===== src/rtl/meta_arbiter.sv =====
// meta_arbiter
//   Arbitrates two read requesters and one loader write port onto a single-port
//   metadata RAM. Writes normally win. A read is forced through after WR_MAX
//   back-to-back write grants. Two pending reads alternate round-robin. Only
//   one transaction is in flight at a time, and every output is registered.
//
// Ports
//   clk, rst_n            clock, asynchronous active-low reset
//   rdN_ren / rdN_raddr   requester N read request (level) and word address
//   rdN_rdata             requester N read data, held between responses
//   rdN_rvalid            one-cycle response pulse
//   rdN_rerr              out-of-range flag, only ever high with rdN_rvalid
//   wr_en/wr_addr/wr_data loader write request (level), address and data
//   wr_ack                one-cycle write-accepted pulse
//   mem_en/mem_we         RAM enable and write enable
//   mem_addr/mem_wdata    RAM address and write data
//   mem_rdata             RAM read data, valid MEM_LAT cycles after a read enable
module meta_arbiter #(
  parameter int DEPTH   = 1024,
  parameter int MEM_LAT = 1,
  parameter int WR_MAX  = 4
) (
  input  logic                     clk,
  input  logic                     rst_n,
  input  logic                     rd0_ren,
  input  logic [31:0]              rd0_raddr,
  output logic [31:0]              rd0_rdata,
  output logic                     rd0_rvalid,
  output logic                     rd0_rerr,
  input  logic                     rd1_ren,
  input  logic [31:0]              rd1_raddr,
  output logic [31:0]              rd1_rdata,
  output logic                     rd1_rvalid,
  output logic                     rd1_rerr,
  input  logic                     wr_en,
  input  logic [31:0]              wr_addr,
  input  logic [31:0]              wr_data,
  output logic                     wr_ack,
  output logic                     mem_en,
  output logic                     mem_we,
  output logic [$clog2(DEPTH)-1:0] mem_addr,
  output logic [31:0]              mem_wdata,
  input  logic [31:0]              mem_rdata
);

  localparam int          AW      = $clog2(DEPTH);
  localparam int          SW      = $clog2(WR_MAX + 1);
  localparam logic [31:0] DEPTH_W = 32'(DEPTH);

  typedef enum logic [2:0] {IDLE, ISSUE, WAIT, RESP, WRITE} state_t;

  state_t        state;
  logic          rr_last;
  logic [SW-1:0] wr_streak;
  logic          gnt_sel;
  logic          gnt_oor;
  logic [1:0]    wait_cnt;

  logic          rd_pend;
  logic          wr_win;
  logic          rd_sel;
  logic [31:0]   rd_addr_sel;
  logic          rd_in_range;
  logic          wr_in_range;

  // Grant decision, only acted on in IDLE. A saturated write streak yields
  // to any pending read so the readers cannot be starved by the loader.
  always_comb begin
    rd_pend     = rd0_ren | rd1_ren;
    wr_win      = wr_en && !(rd_pend && (wr_streak == SW'(WR_MAX)));
    if (rd0_ren && rd1_ren) begin
      rd_sel = ~rr_last;
    end else begin
      rd_sel = rd1_ren;
    end
    rd_addr_sel = rd_sel ? rd1_raddr : rd0_raddr;
    rd_in_range = (rd_addr_sel < DEPTH_W);
    wr_in_range = (wr_addr < DEPTH_W);
  end

  // Main FSM. RAM controls are loaded on the edge leaving IDLE so they are
  // already valid in the ISSUE/WRITE cycle. mem_addr itself acts as the
  // latched read address for the rest of the transaction.
  always_ff @(posedge clk or negedge rst_n) begin
    if (!rst_n) begin
      state      <= IDLE;
      rr_last    <= 1'b1;
      wr_streak  <= '0;
      gnt_sel    <= 1'b0;
      gnt_oor    <= 1'b0;
      wait_cnt   <= '0;
      rd0_rdata  <= '0;
      rd0_rvalid <= 1'b0;
      rd0_rerr   <= 1'b0;
      rd1_rdata  <= '0;
      rd1_rvalid <= 1'b0;
      rd1_rerr   <= 1'b0;
      wr_ack     <= 1'b0;
      mem_en     <= 1'b0;
      mem_we     <= 1'b0;
      mem_addr   <= '0;
      mem_wdata  <= '0;
    end else begin
      case (state)
        IDLE: begin
          if (wr_win) begin
            state     <= WRITE;
            wr_ack    <= 1'b1;
            mem_en    <= wr_in_range;
            mem_we    <= wr_in_range;
            mem_addr  <= wr_addr[AW-1:0];
            mem_wdata <= wr_data;
            if (wr_streak != SW'(WR_MAX)) begin
              wr_streak <= wr_streak + SW'(1);
            end
          end else if (rd_pend) begin
            state     <= ISSUE;
            gnt_sel   <= rd_sel;
            rr_last   <= rd_sel;
            wr_streak <= '0;
            gnt_oor   <= !rd_in_range;
            mem_en    <= rd_in_range;
            mem_we    <= 1'b0;
            mem_addr  <= rd_addr_sel[AW-1:0];
          end
        end
        ISSUE: begin
          mem_en   <= 1'b0;
          mem_we   <= 1'b0;
          wait_cnt <= 2'(MEM_LAT - 1);
          state    <= WAIT;
        end
        // Out-of-range reads still spend the full latency here so both
        // kinds of response arrive on the same cycle.
        WAIT: begin
          if (wait_cnt == 2'd0) begin
            state <= RESP;
            if (gnt_sel) begin
              rd1_rvalid <= 1'b1;
              rd1_rerr   <= gnt_oor;
              rd1_rdata  <= gnt_oor ? 32'd0 : mem_rdata;
            end else begin
              rd0_rvalid <= 1'b1;
              rd0_rerr   <= gnt_oor;
              rd0_rdata  <= gnt_oor ? 32'd0 : mem_rdata;
            end
          end else begin
            wait_cnt <= wait_cnt - 2'd1;
          end
        end
        RESP: begin
          rd0_rvalid <= 1'b0;
          rd0_rerr   <= 1'b0;
          rd1_rvalid <= 1'b0;
          rd1_rerr   <= 1'b0;
          state      <= IDLE;
        end
        WRITE: begin
          wr_ack <= 1'b0;
          mem_en <= 1'b0;
          mem_we <= 1'b0;
          state  <= IDLE;
        end
        default: begin
          state <= IDLE;
        end
      endcase
    end
  end

endmodule


===== config.mk =====
export PLATFORM = sky130hd
export DESIGN_NAME = meta_arbiter
export DESIGN_NICKNAME = d
export VERILOG_FILES = /design/src/rtl/meta_arbiter.sv
export SDC_FILE = /design/constraint.sdc
export NUM_CORES = 1
export LEC_CHECK = 0
export ABC_AREA = 1
export BUFFER_PORTS_ARGS = -buffer_cell sky130_fd_sc_hd__buf_2
export CAP_MARGIN = 20
export CORE_AREA = 2 2 115 117
export CTS_CLUSTER_DIAMETER = 30
export CTS_CLUSTER_SIZE = 30
export DETAILED_ROUTE_END_ITERATION = 6
export DIE_AREA = 0 0 117 119
export PLACE_DENSITY = 0.77
export SLEW_MARGIN = 30
export SYNTH_ARGS = -nofsm -noshare
export SYNTH_HDL_FRONTEND = slang
export SYNTH_SLANG_ARGS = --single-unit

===== constraint.sdc =====
create_clock -name clk -period 1.7 [get_ports clk]
set_input_delay 0 -clock clk [delete_from_list [all_inputs] [get_ports clk]]
set_output_delay 0 -clock clk [all_outputs]
set_load 0.02 [all_outputs]

==> summary.md <==
| Metric | Value |
|---|---|
| Synth cell types | `27` |
| DP Wirelength | `11530 µm` |
| Reg2reg start | `wr_streak[0]` |
| Synth top area share | `54.04%` |
| Crit Path Max Fanout | `20` |
| Cts bufs inserted | `17` |
| Setup violators final | `0` |
| Sw power | `6.147 mW` |
| Hold Crit Class | `in2reg` |
| WHS | `0.008699 ns` |
| CP arrival | `1.91 ns` |
| Syn_nets | `935` |
| Critical path launch point type | `flop` |
| Cell Area, Synth | `0.005695 mm²` |
| Fin util | `69.75%` |
| CP Launch Point | `wr_streak[0]` |
| Initial Util | `44.24%` |
| Fin crit share | `91.21%` |
| Setup CP Type | `reg2reg` |
| Fillers | `954` |
| Layout Nets | `1314` |
| Initial DRT Pass Iterations | `5` |
| Clock latency on the worst-skew pair | `0.42 ns` |
| Hold_sp | `rd0_raddr[12]` |
| Setup TNS | `0 ns` |
| Pwr/cell area | `1676 mW/mm²` |
| Tmin final | `1.551 ns` |
| Routed vias | `6437` |
| Combinational cell fraction of total power | `40.2%` |
| Die footprint | `0.01392 mm²` |
| CTS Root Buffer Type | `clkbuf_16` |
| Max_cap viols | `0` |
| Warnings from Yosys | `0` |
| TritonCTS sink count | `124` |
| Drt drc | `0` |
| Switch share | `40.84%` |
| Vias in the first global route | `6480` |
| Number of nets still failing antenna checks after routing | `0` |
| Clk_skew | `0.008937 ns` |
| Cell Int Power | `8.904 mW` |
| Worst Max-Slew Pin Slew | `0.5017 ns` |
| Clock group share of total power | `27.5%` |
| Final WL | `19050 µm` |
| Leakage | `5.217 nW` |
| N_diodes | `0` |
| Gr ovfl total | `0` |
| Total GRT Usage | `28.45%` |
| Wire length per cell | `14.27 µm` |
| PortBufs | `277` |
| Ys flop type | `dfrtp_1` |
| Syn-to-layout area delta | `57.67%` |
| Max-slew headroom | `66.55%` |
| RD Place Congestion | `0.7913` |
| Core area | `0.01287 mm²` |
| Ports | `278` |
| WP data required | `2.06 ns` |
| Area leader, netlist | `dfrtp_1` |
| Peak supply drop | `1.230 mV` |
| Die width | `117 µm` |
| Fin. Hold Viols | `0` |
| Outcome | `completed` |
| Max Freq | `0.6449 GHz` |
| Register area share after synthesis | `54.50%` |
| Post-synth top cells | `406 x nand2_1, 123 x dfrtp_1, 97 x nor2_1, 54 x inv_1, 19 x nand3_1` |
| Top-count cell post-synth | `nand2_1` |
| Initial antenna violation count | `0` |
| # rows | `42` |
| Share of post-route cells with drive strength above 1 | `28.90%` |
| Cell count after synthesis | `767` |
| Sequential power share | `32.3%` |
| EDFF count, synth | `0` |
| Drt initial violations | `437` |
| First-pass GRT wire length | `30890 µm` |
| Top post-synthesis cells by area | `dfrtp_1 54%, nand2_1 27%, nor2_1 6.4%` |
| CP endpoint kind | `flop` |
| Clock Path Buffers | `2` |
| RSZ-0062 raised after global routing | `no` |
| Mapped Avg Cell Area | `7.426 µm²` |
| # H-tree levels | `4` |
| Dpl ws | `0.06363 ns` |
| Slew Viols, Final | `0` |
| Clock transition at path regs | `0.06 ns` |
| CTS tree | `done` |
| Post-synth ARST share | `100.0%` |
| #FFs+latches synth | `124` |
| Worst setup margin | `0.1495 ns` |
| Die Ht | `119 µm` |
| Via density | `4.822` |
| Largest net degree at the start of global routing | `41` |
-- cell type report --
cell class	instances	area, µm²	area share, %
tap	176	220.2	2.452
sequential	124	3104	34.57
multi-input combinational	558	2237	24.91
clock inverter	13	239.0	2.661
inverter	58	229.0	2.550
timing repair buffer	387	2517	28.03
clock buffer	19	432.9	4.821
-- metrics by stage --
| step | power (mW) | cell area (µm²) | instances |
|---|---|---|---|
| global route | 16.02 | 8980 | 1335 |
| global placement | 10.41 | 7303 | 1205 |
| floorplan | 8.458 | 5695 | 767 |
| detailed placement | 10.54 | 7303 | 1205 |
| finish | 15.05 | 8980 | 1335 |
| CTS | 14.92 | 8956 | 1335 |
-- worst max-delay path, cell delays in order, from the launching register on --
cell and delay (ns):
dfrtp_1 0.39, inv_1 0.09, ha_1 0.14, nand2_1 0.09, o21ai_4 0.22, nor2_4 0.08
inv_6 0.15, buf_12 0.16, nand2_1 0.09, nand2_1 0.07
-- what timing repair did --
item | in CTS | in global routing
endpoints found under the hold margin | 230 | 0
setup endpoints to repair | 0 | 79
gates resized for setup | 0 | 9
setup buffers | 0 | 0
hold buffers | 98 | 0
-- cells by family (layout without fill, tap and decap cells) --
kind of cell,Yosys count,after routing,synth area share (%)
DFF,124,124,54.50
adders and majority gates,3,3,0.6591
AOI/OAI and AO/OA,16,16,1.538
buffers and inverters,85,477,6.349
and+or+nand+nor,538,538,36.80
xor gates and xnor gates,1,1,0.1538
-- per-layer routing --
metal	global-route usage, %	vias to the layer above	routed length [µm]	part of all wire, %
li1	-	3046	-	-
met1	33.33	2983	7375	39
met2	48.63	355	9441	50
met3	8.244	53	1624	8.5
met4	11.18	0	607	3.2
met5	0	-	0	0
-- final timing paths --
check                           endpoint  slack, ns  depth (start not counted)
setup / recovery           mem_wdata[28]       0.15                          9
setup reg to reg           mem_wdata[28]       0.15                          9
hold reg to reg             rd0_rdata[0]       0.47                          2
hold / removal                   gnt_oor      0.009                          7
max in group asynchronous        rr_last       0.93                          3
min in group asynchronous   rd0_rdata[2]       0.10                          2
-- power by group through the flow --
stage	clock network, mW	registers, mW	logic [mW]
2_1_floorplan	0	6.09	2.36
3_3_place_gp	0	4.80	5.61
3_5_place_dp	0	4.80	5.73
4_1_cts	4.18	4.81	5.93
5_1_grt	4.33	4.98	6.71
6_report	4.14	4.86	6.05
-- sequential cells by signal, summed over array words and instances (netlist names), 2 cells and up --
name       cells
rd0_rdata     32
mem_wdata     32
rd1_rdata     32
wr_streak      3
state          3
wait_cnt       2
mem_addr      10
-- layout by cell type, fill, tap and decap left out, types with 4 or more instances in the layout --
master,Yosys,final
buf_12,0,4
clkbuf_16,0,17
dfrtp_1,123,123
nand3_1,19,19
nor2_1,97,97
o21ai_0,11,11
nand2_1,406,406
buf_4,3,8
inv_1,54,54
buf_2,17,276
bufinv_16,0,6
dlygate4sd3_1,0,98
No activity file was read; power rests on OpenSTA's default activity.
